## src/rtl/iter_multiplier_pkg.sv

```systemverilog
// Shared definitions for the iterative multiplier: FSM encoding and default latency,
// so execute/hazard logic can reference the multiply stall length.
package iter_multiplier_pkg;

    localparam int DEF_WIDTH     = 32;
    localparam int DEF_STEP_BITS = 2;
    localparam int MUL_CYCLES    = DEF_WIDTH / DEF_STEP_BITS;

    typedef enum logic [1:0] {
        IDLE = 2'd0,
        BUSY = 2'd1,
        DONE = 2'd2
    } state_t;

endpackage

```

## src/rtl/iter_multiplier.sv

```systemverilog
// Multi-cycle WIDTH x WIDTH -> 2*WIDTH multiplier for MUL/MUH/MULU/MUHU; retires STEP_BITS
// multiplier bits per BUSY cycle on magnitudes, then applies the sign on the final step.
module iter_multiplier
    import iter_multiplier_pkg::*;
#(
    parameter int WIDTH     = DEF_WIDTH,
    parameter int STEP_BITS = DEF_STEP_BITS
) (
    input  logic                 sys_clk,
    input  logic                 rst,
    input  logic                 enable,
    input  logic                 is_unsign,
    input  logic [WIDTH-1:0]     a,
    input  logic [WIDTH-1:0]     b,
    output logic [2*WIDTH-1:0]   result,
    output logic                 done
);

    localparam int N     = WIDTH / STEP_BITS;
    localparam int CNT_W = (N > 1) ? $clog2(N) : 1;

    state_t               state;
    state_t               next_state;
    logic [CNT_W-1:0]     count;
    logic [WIDTH-1:0]     mcand_mag;
    logic [WIDTH-1:0]     mplier_mag;
    logic                 neg;
    logic [2*WIDTH-1:0]   acc;

    logic [WIDTH-1:0]     a_mag;
    logic [WIDTH-1:0]     b_mag;
    logic [2*WIDTH-1:0]   partial;
    logic [2*WIDTH-1:0]   step_sum;
    logic                 last_step;

    // Magnitude of the most negative value wraps to itself, which is its correct unsigned magnitude.
    assign a_mag = (!is_unsign && a[WIDTH-1]) ? -a : a;
    assign b_mag = (!is_unsign && b[WIDTH-1]) ? -b : b;

    assign last_step = (count == CNT_W'(N - 1));

    always_comb begin
        partial  = {{WIDTH{1'b0}}, mcand_mag}
                 * {{(2*WIDTH-STEP_BITS){1'b0}}, mplier_mag[STEP_BITS-1:0]};
        step_sum = acc + (partial << (STEP_BITS * int'(count)));
    end

    always_ff @(posedge sys_clk) begin
        if (rst) state <= IDLE;
        else     state <= next_state;
    end

    // NOTE: defaults first so every path assigns next_state and no latch is inferred.
    always_comb begin
        next_state = state;
        case (state)
            IDLE:    if (enable) next_state = BUSY;
            BUSY: begin
                if (!enable)        next_state = IDLE;
                else if (last_step) next_state = DONE;
            end
            DONE:    next_state = IDLE;
            default: next_state = IDLE;
        endcase
    end

    // NOTE: non-blocking assignments so every register samples pre-edge values.
    always_ff @(posedge sys_clk) begin
        if (rst) begin
            done       <= 1'b0;
            result     <= '0;
            acc        <= '0;
            count      <= '0;
            mcand_mag  <= '0;
            mplier_mag <= '0;
            neg        <= 1'b0;
        end else begin
            done <= 1'b0;
            case (state)
                IDLE: begin
                    if (enable) begin
                        mcand_mag  <= a_mag;
                        mplier_mag <= b_mag;
                        neg        <= ~is_unsign & (a[WIDTH-1] ^ b[WIDTH-1]);
                        acc        <= '0;
                        count      <= '0;
                    end
                end
                BUSY: begin
                    // A dropped enable is a pipeline flush: abandon without touching result.
                    if (enable) begin
                        acc        <= step_sum;
                        mplier_mag <= mplier_mag >> STEP_BITS;
                        count      <= count + CNT_W'(1);
                        if (last_step) begin
                            result <= neg ? -step_sum : step_sum;
                            done   <= 1'b1;
                        end
                    end
                end
                default: ;
            endcase
        end
    end

endmodule

```

## config.mk

```make
export PLATFORM = sky130hd
export DESIGN_NAME = iter_multiplier
export DESIGN_NICKNAME = d
export VERILOG_FILES = /design/src/rtl/iter_multiplier_pkg.sv /design/src/rtl/iter_multiplier.sv
export SDC_FILE = /design/constraint.sdc
export NUM_CORES = 1
export LEC_CHECK = 0
export CAP_MARGIN = 10
export CORE_AREA = 2 2 180 182
export DETAILED_ROUTE_END_ITERATION = 8
export DIE_AREA = 0 0 182 184
export HOLD_SLACK_MARGIN = 0.06
export PLACE_DENSITY = 0.82
export SYNTH_ARGS = -nofsm -noshare
export SYNTH_HDL_FRONTEND = slang
export SYNTH_SLANG_ARGS = --single-unit
```

## constraint.sdc

```tcl
create_clock -name sys_clk -period 7.81 [get_ports sys_clk]
set_input_delay 2.343 -clock sys_clk [delete_from_list [all_inputs] [get_ports sys_clk]]
set_output_delay 2.343 -clock sys_clk [all_outputs]
set_load 0.01 [all_outputs]
```

==> impl_metrics.yaml <==
cts:
  root_buffer: "clkbuf_16"
  cts_inserted_buffers: 17
  cts.clk_slew.worst_paths_ns: 0.09
  clkSinkCount: 200
  cts_max_level: 4
  cts_tree: "done"
  clock_latency_ns: 0.48
  cts_hold_buf: 0
  clockBufferDepth: 2
routing:
  wl_um: 69080
  drtAntennaViolNets: 0
  dr.first_iter.drc_count: 2150
  firstDrtPassIters: 7
  avgViaCountPerCell: 6.724
  routed-via-count: 21490
  route.detailed.drc: 0
  routedWlPerCell_um: 21.61
hold_path:
  hp-class: "flop to flop"
sta:
  fin_worst_skew_ns: 0.01629
  worst_slack_ns: 0.1037
  worst_slew_pin_slew_ns: 1.271
  fin_crit_sh_pct: 98.67
  period_needed_ns: 7.706
  finalSetupViolCount: 0
  slew-limit-headroom_pct: 14.47
  timing.fmax_mhz: 129.8
  rsz0062_at_grt: "true"
  drv_slew: 0
  hold_viol: 0
cells_and_area:
  final_cell_mix: "nor2_1, nand2_1, a21oi_1"
  drive_above_1_share_pct: 12.35
  final_common_cell: "nor2_1"
  design_area_um2: 22570
  area.growth.synth_to_final_pct: 18.33
  num_antenna_cells: 0
  layout.nets: 2949
global_route:
  grt_max_degree: 99
  antenna_found_initial: 0
  grt_remaining_overflow: 0
  track_usage_pct: 40.18
  grt_pass1_vias: 19970
  grt_pass1_wl_um: 107000
synthesis:
  synth_edf_count: 0
  synthFlopType: "dfxtp_1"
  ys_ff_latch: 200
  synth_nets: 2806
  netlist_area_um2: 19080
  synthCells: 2638
  ys_warn_count: 0
  synth.avg_cell_area_um2: 7.232
  synth-async-reset-ratio_pct: 0
  synth_cell_types: 96
  seq_area_frac_synth_pct: 20.99
setup_path:
  max_stage_delay_ns: 0.67
  critPathLaunchType: "flop"
  arrival_ns: 8.10
  cp-end-kind: "flop"
  crit_fanout: 31
  crit_path_frequent_cell: "buf_4"
  critPathKind: "flop to flop"
  required_ns: 8.20
  slowest_stage: "or4b_2"
floorplan:
  io_pins: 133
  num_rows: 65
  coreArea_um2: 31390
  die_w_um: 182
  start_util_pct: 60.77
  fp.dieH_um: 184
  die-area_um2: 33490
power_and_ir_drop:
  peakVddDrop_mv: 0.1604
  p_leak_nw: 8.728
  power-per-cell-area_nw_per_um2: 113.5
placement:
  dpl_cell_area_um2: 21500
  portBuffers: 132
  dp_hpwl_um: 52730
  gp_congestion: 1.028
  dpl_worst_slack_ns: -0.1759
outcome:
  status: "completed"
run:
  maxCapViolCount: 0
-- layer usage --
| metal | routed length (um) | vias to the layer above | GRT usage, % |
|---|---|---|---|
| met3 | 6266 | 189 | 8.122 |
| met4 | 2706 | 0 | 16.10 |
| met5 | 0 | - | 0 |
| li1 | - | 10010 | - |
| met2 | 31810 | 1187 | 66.96 |
| met1 | 28300 | 10110 | 50.95 |
-- final timing paths --
| kind | start | to | slack (ns) | cells past startpoint |
|---|---|---|---|---|
| worst min-delay path | result[2]$_SDFFE_PP0P_ | result[2]$_SDFFE_PP0P_ | 0.45 | 2 |
| worst min register to register | result[2]$_SDFFE_PP0P_ | result[2]$_SDFFE_PP0P_ | 0.45 | 2 |
| worst max-delay path | mplier_mag[1]$_SDFFE_PP0P_ | result[62]$_SDFFE_PP0P_ | 0.10 | 31 |
| worst max register to register | mplier_mag[1]$_SDFFE_PP0P_ | result[62]$_SDFFE_PP0P_ | 0.10 | 31 |
-- synth_stat cells, drive strengths merged, types with 51 or more instances --
cell type    n  area share, %
a211oi      94            3.7
xnor2       90            4.1
a21o        53            2.1
ha          98            6.4
a22oi       59            2.3
and2        80            2.6
clkbuf     156            3.1
nand2      213            4.2
inv         69            1.4
nand4       53            1.7
dfxtp      200             21
mux2i       51            2.7
nor2       361            7.1
a21oi      231            6.2
o21ai      132            3.5
xor2        88            4.0
-- repair_timing --
action / 4_1_cts / 5_1_grt
setup endpoints to repair: 18 / 34
pin swaps: 1 / 13
buffers inserted: 1 / 4
resized for setup: 10 / 91
-- area by class of cell --
type                    instances  area (um2)
repair buffers                310        2696
clock inverters                15       187.7
multi-input cells            2181       14490
inverters                      71       266.5
clock buffers                  17       425.4
flip-flops and latches        200        4008
well taps                     402       503.0
fillers                      2486        8818
-- registers in the layout, indices dropped and copies added (netlist names) --
| signal | count |
|---|---|
| acc | 64 |
| count | 4 |
| mcand_mag | 32 |
| done | 1 |
| result | 64 |
| neg | 1 |
| mplier_mag | 32 |
| state | 2 |
-- worst max-delay path: cells and delay by family, from the launching register on --
family                     cells  cell delay (ns)
AOI/OAI and AO/OA             11             2.51
and+or+nand+nor                9             2.45
buffers and inverters          7             1.14
adders and majority gates      2             0.67
DFF                            1             0.35
muxes                          1             0.31
xor gates and xnor gates       1             0.18
-- kinds of logic after synthesis --
logic type / share of synthesized area [%]
simple gates: 24.49
xor+xnor: 8.172
compound gates: 30.27
flops: 20.99
fa+ha+maj: 6.637
mux: 4.152
buf+inv: 5.293
-- where the power goes --
| group | total [mW] | switching (mW) | internal [mW] | leakage, nW |
|---|---|---|---|---|
| sequential | 1.06 | 0.0184 | 1.05 | 1.63 |
| combinational | 0.548 | 0.332 | 0.216 | 6.80 |
| clock | 0.949 | 0.509 | 0.440 | 0.300 |
-- per-stage QoR --
stage | TNS [ns] | power (mW) | util (%) | hold slack (ns) | cells
final | 0 | 2.563 | 71.91 | 0.4521 | 3196
after global routing | -0.4212 | 2.643 | 71.91 | 0.4893 | 3196
after CTS | 0 | 2.525 | 70.57 | 0.4577 | 3191
after detailed placement | -1.080 | 1.598 | 68.48 | 0.4470 | 3158
after global placement | -0.02288 | 1.582 | 68.48 | 0.4367 | 3158
after floorplan | 0 | 1.415 | - | 0.4319 | 2638
Power figures use the tool's default switching activity.
==> RTL edit: new RTL, same flow settings <==
Reset style: asynchronous (`rst`), changed in 2 clocked blocks.
--- a/src/rtl/iter_multiplier.sv
+++ b/src/rtl/iter_multiplier.sv
@@ -47,3 +47,3 @@
 
-    always_ff @(posedge sys_clk) begin
+    always_ff @(posedge sys_clk or posedge rst) begin
         if (rst) state <= IDLE;
@@ -67,3 +67,3 @@
     // NOTE: non-blocking assignments so every register samples pre-edge values.
-    always_ff @(posedge sys_clk) begin
+    always_ff @(posedge sys_clk or posedge rst) begin
         if (rst) begin
Behaviour: same outputs for any inputs over 10 cycles, from zero or initial values and one cycle with rst high; that may be too few to reach the edited logic, so the function may still have changed.
==> RTL edit against the original RTL <==
Critical endpoint is now result[60]. Highest routed layer unchanged. Wire length is 23% lower. Synthesized cell count is 12% lower. Sequential share of layout area is 5.8 points higher. Worst setup slack better by 0.21 ns. Non-clock buffer count is 72 lower. Sequential cell count stayed put. Largest cell class unchanged. Area after synthesis is 4.2% lower. Die area stayed put. Maximum frequency is 2.8% higher. Final area is 5.7% lower. Cell count is 10% lower.
Power is not compared: it rests on default switching activity, and its combinational part moved more than twofold at a synthesized area within 25%.
==> RTL edit: results (changes against the original RTL) <==
status: "finished clean"  # unchanged
multi_input_area_share: 0.6061  # was 0.6418
place_inst: 2827  # was 3158
gp_congestion: 0.9714  # was 1.028
max_stage_delay_ns: 0.58  # was 0.67 ns
routed_wl_um: 53460  # was 69080 um
place_ws_ns: 0.006697  # was -0.1759 ns
inverters_excl_clock: 49  # was 71
fill_cells: 2716  # was 2486
clockBufferCount: 18  # was 17
dr_wl_met3_um: 2754  # was 6266 um
wirelength_met1_um: 24460  # was 28300 um
dp_hpwl_um: 41000  # was 52730 um
final_net_count: 2620  # was 2949
worst_slack_ns: 0.3106  # was 0.1037 ns
seq-cell-share: 0.2352  # was 0.1775
synth_area_leaders: "dfrtp_1 27%, ha_1 6.7%, o21ai_0 6.4%"  # was dfxtp_1 21%, nor2_1 7.1%, ha_1 6.4%
layout.comb_gates.multi_input: 1946  # was 2181
dr.pass1.iters: 6  # was 7
avgSynthCellArea_um2: 7.861  # was 7.232 um2
maxSlewHeadroom: 0.3149  # was 0.1447
via_per_inst: 6.195  # was 6.724
r2r_end: "result[60]"  # was result[62]
path_max_fanout: 25  # was 31
dr.first_iter.drc_count: 1564  # was 2150
grt_use_total: 0.3213  # was 0.4018
buffers: 238  # was 310
synth_fp_nets: 2493  # was 2806
hold_ws_ns: 0.4760  # was 0.4521 ns
slowest_stage: "or4_1"  # was or4b_2
clock_skew_ns: 0.01605  # was 0.01629 ns
numPortBuffers: 132  # unchanged
grt_pass1_vias: 16983  # was 19972
cp-endpoint: "result[60]"  # was result[62]
cts_htree_levels: 4  # unchanged
grt_use_met2: 0.5287  # was 0.6696
ff2ff_path_depth: 30  # was 31
ys_types: 105  # was 96
wl_met2_um: 24530  # was 31810 um
async_flop_share: 1.000  # was 0
hold_start: "result[13]"  # was result[2]
layout.cells.non_filler: 2867  # was 3196
r2r_setup_slack_ns: 0.31  # was 0.10 ns
r2r_start: "mplier_mag[1]"  # unchanged
area_share_clock_buf_inv: 0.02668  # was 0.02716
drive_gt1_frac: 0.1176  # was 0.1235
dpl-instance-area_um2: 20310  # was 21500 um2
synth.top_cells.by_count: "288 x nand2_1, 235 x o21ai_0, 214 x a21oi_1, 201 x nor2_1, 200 x dfrtp_1"  # was 361 x nor2_1, 227 x a21oi_1, 212 x nand2_1, 200 x dfxtp_1, 156 x clkbuf_1
cp.arrival_ns: 7.82  # was 8.10 ns
buf_share: 0.09942  # was 0.1194
use_met3: 0.03922  # was 0.08122
RTL edit: cells by family after synthesis:
family,share of synthesized area
DFF,0.2738
buffers and inverters,0.04135
muxes,0.03902
adders and majority gates,0.06928
xor gates and xnor gates,0.09885
and+or+nand+nor,0.2132
AOI/OAI and AO/OA,0.2645
RTL edit: what timing repair did:
action | CTS | global route
endpoints found under the setup margin | 2 | 31
resized for setup | 2 | 82
hold endpoints to repair | 0 | 0
setup buffers | 0 | 8
pin swaps | 0 | 16
RTL edit: power groups by stage:
stage	logic [mW]	clock network, mW	registers (mW)
after floorplan	2.59	0	1.24
after global routing	4.17	0.943	1.30
after CTS	3.60	0.910	1.27
after global placement	3.54	0	1.28
after detailed placement	3.58	0	1.29
final	3.81	0.901	1.28
